<file path="src/rtl/dec_code_seq.sv">
// dec_code_seq: select-code sequencer feeding the 3-to-8 decoder / function block.
// Walks a 3-bit count in binary-up, binary-down, Gray-up or single-pass binary-up
// order and offers each code {a,b,c} on a valid/ready handshake. A programmable
// dwell gap can be inserted between an accepted code and the next offer.
//
// Ports:
//   clk, rst        rising-edge clock; synchronous active-high reset
//   start, stop     begin sequencing (IDLE only) / abort sequencing (any state)
//   mode[1:0]       00 bin-up, 01 bin-down, 10 Gray-up, 11 single pass bin-up
//   load_en         load load_code into the count (IDLE only)
//   load_code[2:0]  starting count
//   dwell[DWELL_W]  idle cycles between an accepted code and the next offer
//   code_ready      downstream accepts the offered code
//   a, b, c         code bits (a = MSB), registered
//   code_valid      {a,b,c} valid, registered
//   busy            sequencer not idle, registered
//   wrap            one-cycle pulse after an advance that crossed 7/0
//   done            one-cycle pulse when a single pass completes
//
// Build option: define SEQ_SKIP_EN to add skip_mask[7:0]; masked code values are
// never offered and the advance jumps to the next unmasked code.
module dec_code_seq #(
  parameter int unsigned DWELL_W = 4
) (
  input  logic               clk,
  input  logic               rst,
  input  logic               start,
  input  logic               stop,
  input  logic [1:0]         mode,
  input  logic               load_en,
  input  logic [2:0]         load_code,
  input  logic [DWELL_W-1:0] dwell,
  input  logic               code_ready,
`ifdef SEQ_SKIP_EN
  input  logic [7:0]         skip_mask,
`endif
  output logic               a,
  output logic               b,
  output logic               c,
  output logic               code_valid,
  output logic               busy,
  output logic               wrap,
  output logic               done
);

  localparam int unsigned CODE_W = 3;
  localparam int unsigned CNT_W  = CODE_W + 1;
  localparam int unsigned NCODES = 1 << CODE_W;

  localparam logic [1:0] MODE_DOWN = 2'b01;
  localparam logic [1:0] MODE_GRAY = 2'b10;
  localparam logic [1:0] MODE_ONCE = 2'b11;

  typedef enum logic [1:0] {
    IDLE  = 2'd0,
    EMIT  = 2'd1,
    DWELL = 2'd2
  } state_t;

  state_t              state;
  logic [CODE_W-1:0]   count;
  logic [1:0]          mode_q;
  logic [DWELL_W-1:0]  dwell_q;
  logic [DWELL_W-1:0]  dcnt;
  logic [CNT_W-1:0]    hs_cnt;

  logic [NCODES-1:0]   mask_c;
  logic [CODE_W-1:0]   seed_c;
  logic [CODE_W-1:0]   first_c;
  logic [CODE_W-1:0]   adv_c;
  logic                adv_wrap_c;
  logic                handshake_c;
  logic                last_c;
  logic                all_masked_c;
  logic [CNT_W-1:0]    n_open_c;

`ifdef SEQ_SKIP_EN
  assign mask_c = skip_mask;
`else
  assign mask_c = '0;
`endif

  // Offered code for a given count.
  function automatic logic [CODE_W-1:0] code_of(input logic [CODE_W-1:0] cnt,
                                                input logic              gray);
    return gray ? (cnt ^ (cnt >> 1)) : cnt;
  endfunction

  // Nearest count in the given direction whose code is not masked.
  function automatic logic [CODE_W-1:0] step_to(input logic [CODE_W-1:0] from,
                                                input logic              down,
                                                input logic              gray,
                                                input logic [NCODES-1:0] mask);
    logic [CODE_W-1:0] cand;
    logic [CODE_W-1:0] res;
    logic              found;
    found = 1'b0;
    res   = from;
    for (int i = 1; i <= int'(NCODES); i++) begin
      cand = down ? (from - CODE_W'(i)) : (from + CODE_W'(i));
      if (!found && !mask[code_of(cand, gray)]) begin
        found = 1'b1;
        res   = cand;
      end
    end
    return res;
  endfunction

  // Start seed, advance target and single-pass bookkeeping.
  always_comb begin
    seed_c       = load_en ? load_code : count;
    first_c      = mask_c[code_of(seed_c, mode == MODE_GRAY)]
                 ? step_to(seed_c, mode == MODE_DOWN, mode == MODE_GRAY, mask_c)
                 : seed_c;
    adv_c        = step_to(count, mode_q == MODE_DOWN, mode_q == MODE_GRAY, mask_c);
    // Landing at or past the start in the travel direction means the 7/0 edge was crossed.
    adv_wrap_c   = (mode_q == MODE_DOWN) ? (adv_c >= count) : (adv_c <= count);
    all_masked_c = &mask_c;
    n_open_c     = CNT_W'($countones(~mask_c));
    handshake_c  = (state == EMIT) && code_valid && code_ready;
    last_c       = (mode_q == MODE_ONCE) && ((hs_cnt + CNT_W'(1)) >= n_open_c);
  end

  // Sequencer state machine with registered outputs.
  always_ff @(posedge clk) begin
    if (rst) begin
      state      <= IDLE;
      count      <= '0;
      mode_q     <= '0;
      dwell_q    <= '0;
      dcnt       <= '0;
      hs_cnt     <= '0;
      {a, b, c}  <= '0;
      code_valid <= 1'b0;
      busy       <= 1'b0;
      wrap       <= 1'b0;
      done       <= 1'b0;
    end else begin
      wrap <= 1'b0;
      done <= 1'b0;
      case (state)
        IDLE: begin
          if (start && !stop && !all_masked_c) begin
            state      <= EMIT;
            mode_q     <= mode;
            dwell_q    <= dwell;
            hs_cnt     <= '0;
            count      <= first_c;
            {a, b, c}  <= code_of(first_c, mode == MODE_GRAY);
            code_valid <= 1'b1;
            busy       <= 1'b1;
          end else if (load_en) begin
            count <= load_code;
          end
        end
        EMIT: begin
          if (handshake_c) begin
            count  <= adv_c;
            wrap   <= adv_wrap_c;
            hs_cnt <= hs_cnt + CNT_W'(1);
            if (stop || last_c) begin
              state      <= IDLE;
              code_valid <= 1'b0;
              busy       <= 1'b0;
              done       <= last_c;
            end else if (dwell_q == '0) begin
              {a, b, c} <= code_of(adv_c, mode_q == MODE_GRAY);
            end else begin
              state      <= DWELL;
              dcnt       <= dwell_q;
              code_valid <= 1'b0;
            end
          end else if (stop) begin
            state      <= IDLE;
            code_valid <= 1'b0;
            busy       <= 1'b0;
          end
        end
        DWELL: begin
          if (stop) begin
            state <= IDLE;
            busy  <= 1'b0;
          end else if (dcnt == DWELL_W'(1)) begin
            state      <= EMIT;
            code_valid <= 1'b1;
            {a, b, c}  <= code_of(count, mode_q == MODE_GRAY);
          end else begin
            dcnt <= dcnt - DWELL_W'(1);
          end
        end
        default: begin
          state      <= IDLE;
          code_valid <= 1'b0;
          busy       <= 1'b0;
        end
      endcase
    end
  end

endmodule

</file>
<file path="config.mk">
export PLATFORM = sky130hd
export DESIGN_NAME = dec_code_seq
export DESIGN_NICKNAME = d
export VERILOG_FILES = /design/src/rtl/dec_code_seq.sv
export SDC_FILE = /design/constraint.sdc
export NUM_CORES = 1
export LEC_CHECK = 0
export ABC_CLOCK_PERIOD_IN_PS = 3950
export BUFFER_PORTS_ARGS = -buffer_cell sky130_fd_sc_hd__buf_4
export CAP_MARGIN = 20
export CORE_MARGIN = 2
export CORE_UTILIZATION = 40
export CTS_CLUSTER_DIAMETER = 100
export DETAILED_ROUTE_END_ITERATION = 10
export GPL_ROUTABILITY_DRIVEN = 0
export PLACE_DENSITY = 0.67
export RECOVER_POWER = 25
export REMOVE_ABC_BUFFERS = 1
export SLEW_MARGIN = 20
export SYNTH_ARGS = -nofsm -noshare
export SYNTH_HDL_FRONTEND = slang
export SYNTH_SLANG_ARGS = --single-unit
</file>
<file path="constraint.sdc">
create_clock -name clk -period 3.95 [get_ports clk]
set_input_delay 0.5925 -clock clk [delete_from_list [all_inputs] [get_ports clk]]
set_output_delay 0.5925 -clock clk [all_outputs]
set_load 0.005 [all_outputs]
</file>
==> impl_metrics.csv <==
group,metric,value,unit
synthesis,synth_cell_type_count,50,
min_path,min_from,"a",
layout,mostFrequentLayoutCells,"26 x dfxtp_1, 22 x nor2_1, 17 x nand2_1",
min_path,hold_depth,2,
layout,fin_util,0.4688,
floorplan,rows,24,
clock_tree,cts_root_buffer,"clkbuf_8",
setup_path,reg2reg_depth,7,
clock_tree,numCtsBuffers,3,
setup_path,rrSetupSlack,1.52,ns
sta,max_freq,411.7,MHz
layout,layout_commonest_cell,"dfxtp_1",
routing,viasPerCell,5.644,
placement,hpwl,3069,µm
min_path,min_path_type,"reg -> reg",
routing,wl,4124,µm
routing,drtIter0Drc,124,
setup_path,crit-reg2reg-capture,"dcnt[1]",
sta,fin_ws,1.521,ns
clock_tree,post_cts_resized,0,
floorplan,die_area,0.004967,mm²
layout,syn_to_final_growth,13.87,%
placement,dpl_cell_area,0.001942,mm²
synthesis,synth-seq-area-share,0.2944,
routing,first_pass_iters,4,
routing,vias,1603,
setup_path,critPathKind,"reg -> reg",
layout,post-route-cell-area,0.002013,mm²
synthesis,ys_warn_count,0,
synthesis,synth_seq_cells,26,
sta,fin_setup_tns,0,ns
sta,drv_slew,0,
grt,globalRouteMet2Util,0.2715,
grt,grt_pass1_wl,6886,µm
grt,grt.total_usage,0.1716,
sta,finalSetupViolCount,0,
synthesis,synthArstFlopShare,0,
grt,use_met3,0.01876,
pwr,p_per_area,444.6,mW/mm²
setup_path,critPathLaunchType,"flip-flop",
setup_path,worstPathArrival,2.61,ns
placement,numPortBuffers,21,
layout,diodes,0,
routing,drc_errors,0,
placement,dp_slack,1.563,ns
layout,nets,259,
sta,slew_headroom,0.4986,
routing,wire_per_inst,14.52,µm
clock_tree,postCtsSetupBuffers,0,
grt,grt_pass1_vias,1454,
min_path,worstHoldEndpoint,"a",
synthesis,synth_edf_count,0,
setup_path,cp-end-kind,"flip-flop",
clock_tree,cts_buffer_depth,2,
sta,tightest_slew,0.7452,ns
grt,grt_remaining_overflow,0,
sta,post-route-period-util,0.6149,
synthesis,synth_cells,220,
grt,busiest_layer,"met2",
setup_path,cp.required,4.13,ns
floorplan,die_h,70.48,µm
grt,grtUsageMet1,0.2407,
clock_tree,cts_tree,"built",
synthesis,synth_area,0.001768,mm²
routing,antenna_left,0,
sta,period_minus_slack,2.429,ns
layout,drive_gt1_frac,0.1379,
grt,grt_max_degree,25,
floorplan,coreArea,0.004294,mm²
synthesis,yosys_most_used_dff,"dfxtp_1",
sta,clock_skew,0.01180,ns
pwr,ir_drop,0.2157,mV
setup_path,regToRegStartpoint,"state[1]",
floorplan,start_util,0.4117,
run,drv_cap,0,
clock_tree,cts_htree_levels,1,
sta,finalHoldViolations,0,
clock_tree,clk_pin_slew,0.10,ns
clock_tree,worstSkewPairLatency,0.28,ns
setup_path,path_max_fanout,19,
sta,rsz0062_at_grt,"false",
grt,antenna_found_initial,0,
synthesis,synth.avg_cell_area,8.036,µm²
pwr,p_leak,0.8268,nW
floorplan,io_pins,22,
clock_tree,clock-sinks,26,
outcome,outcome,"complete, no violations",
floorplan,die_w,70.48,µm
clock_tree,holdBufCountCts,0,
==> layout make-up <==
cell class | instances | area (µm²)
repair buffers | 21 | 157.7
multi-input cells | 170 | 1157
fillers | 448 | 2281
clock buffers | 3 | 41.29
flip-flops and latches | 26 | 520.5
inverters | 11 | 41.29
well taps | 52 | 65.06
clock inverters | 1 | 30.03
==> report_power, final <==
part / total [mW] / internal (mW) / leakage, nW / switching [mW]
registers: 0.323 / 0.290 / 0.212 / 0.0330
clock network: 0.226 / 0.136 / 0.0357 / 0.0906
logic: 0.346 / 0.155 / 0.580 / 0.192
total: 0.895 / 0.580 / 0.827 / 0.315
==> per-stage QoR <==
stage	power, mW	hold slack, ns	std cells
after floorplan	0.5724	0.4518	207
after global placement	0.6673	0.4745	280
after detailed placement	0.6737	0.4826	280
after CTS	0.9013	0.5047	284
after global routing	0.9553	0.5261	284
final	0.8951	0.4956	284
==> synth_stat cells (4+ instances only) <==
library cell   n  area share
nor3_1         5       0.014
xnor2_1        8       0.040
nand2b_1       7       0.025
inv_1         10       0.021
nor2_1        22       0.047
mux2i_1       13       0.074
nand3_1        7       0.020
clkbuf_1      12       0.025
nor2b_1        7       0.025
ha_1          10       0.071
and3_1         4       0.014
nand2_1       17       0.036
o21ai_0        9       0.025
dfxtp_1       26        0.29
a21oi_1       15       0.042
==> worst max-delay path by stage <==
stage	start	endpoint	slack, ns	depth (start not counted)
2_1_floorplan	mode_q[0]	wrap	1.87	7
4_1_cts	state[1]	dcnt[1]	1.56	7
5_1_grt	state[1]	dcnt[1]	1.26	7
3_5_place_dp	state[1]	dcnt[1]	1.56	7
6_report	state[1]	dcnt[1]	1.52	7
3_3_place_gp	state[1]	dcnt[1]	1.66	7
==> critical path, stage by stage (launching register included) <==
cell and delay, ns:
dfxtp_1 0.35, inv_1 0.08, ha_1 0.53, nand3_1 0.36, nor3_1 0.21, a21oi_1 0.14
nor2_1 0.28, mux2_2 0.37
==> per-layer routing <==
layer / wire length, µm / part of all wire
met3: 150 / 0.036
met5: 0 / 0
met1: 2050 / 0.50
met2: 1887 / 0.46
met4: 35 / 0.0085
==> flip-flops by register name, indices dropped and copies added (netlist names) <==
register and flops:
state 2, dwell_q 4, wrap 1, done 1, c 1, mode_q 2, code_valid 1, b 1
count 3, hs_cnt 4, dcnt 4, a 1, busy 1
==> cells by family (layout without fill, tap and decap cells) <==
logic type / after synthesis / in the layout / share of synthesized area
adders and majority gates: 11 / 11 / 0.08210
AOI/OAI and AO/OA: 50 / 50 / 0.1876
and+or+nand+nor: 84 / 84 / 0.2477
xor gates and xnor gates: 9 / 9 / 0.04459
buffers and inverters: 24 / 36 / 0.05095
DFF: 26 / 26 / 0.2944
muxes: 16 / 16 / 0.09271
Power figures use the tool's default switching activity.
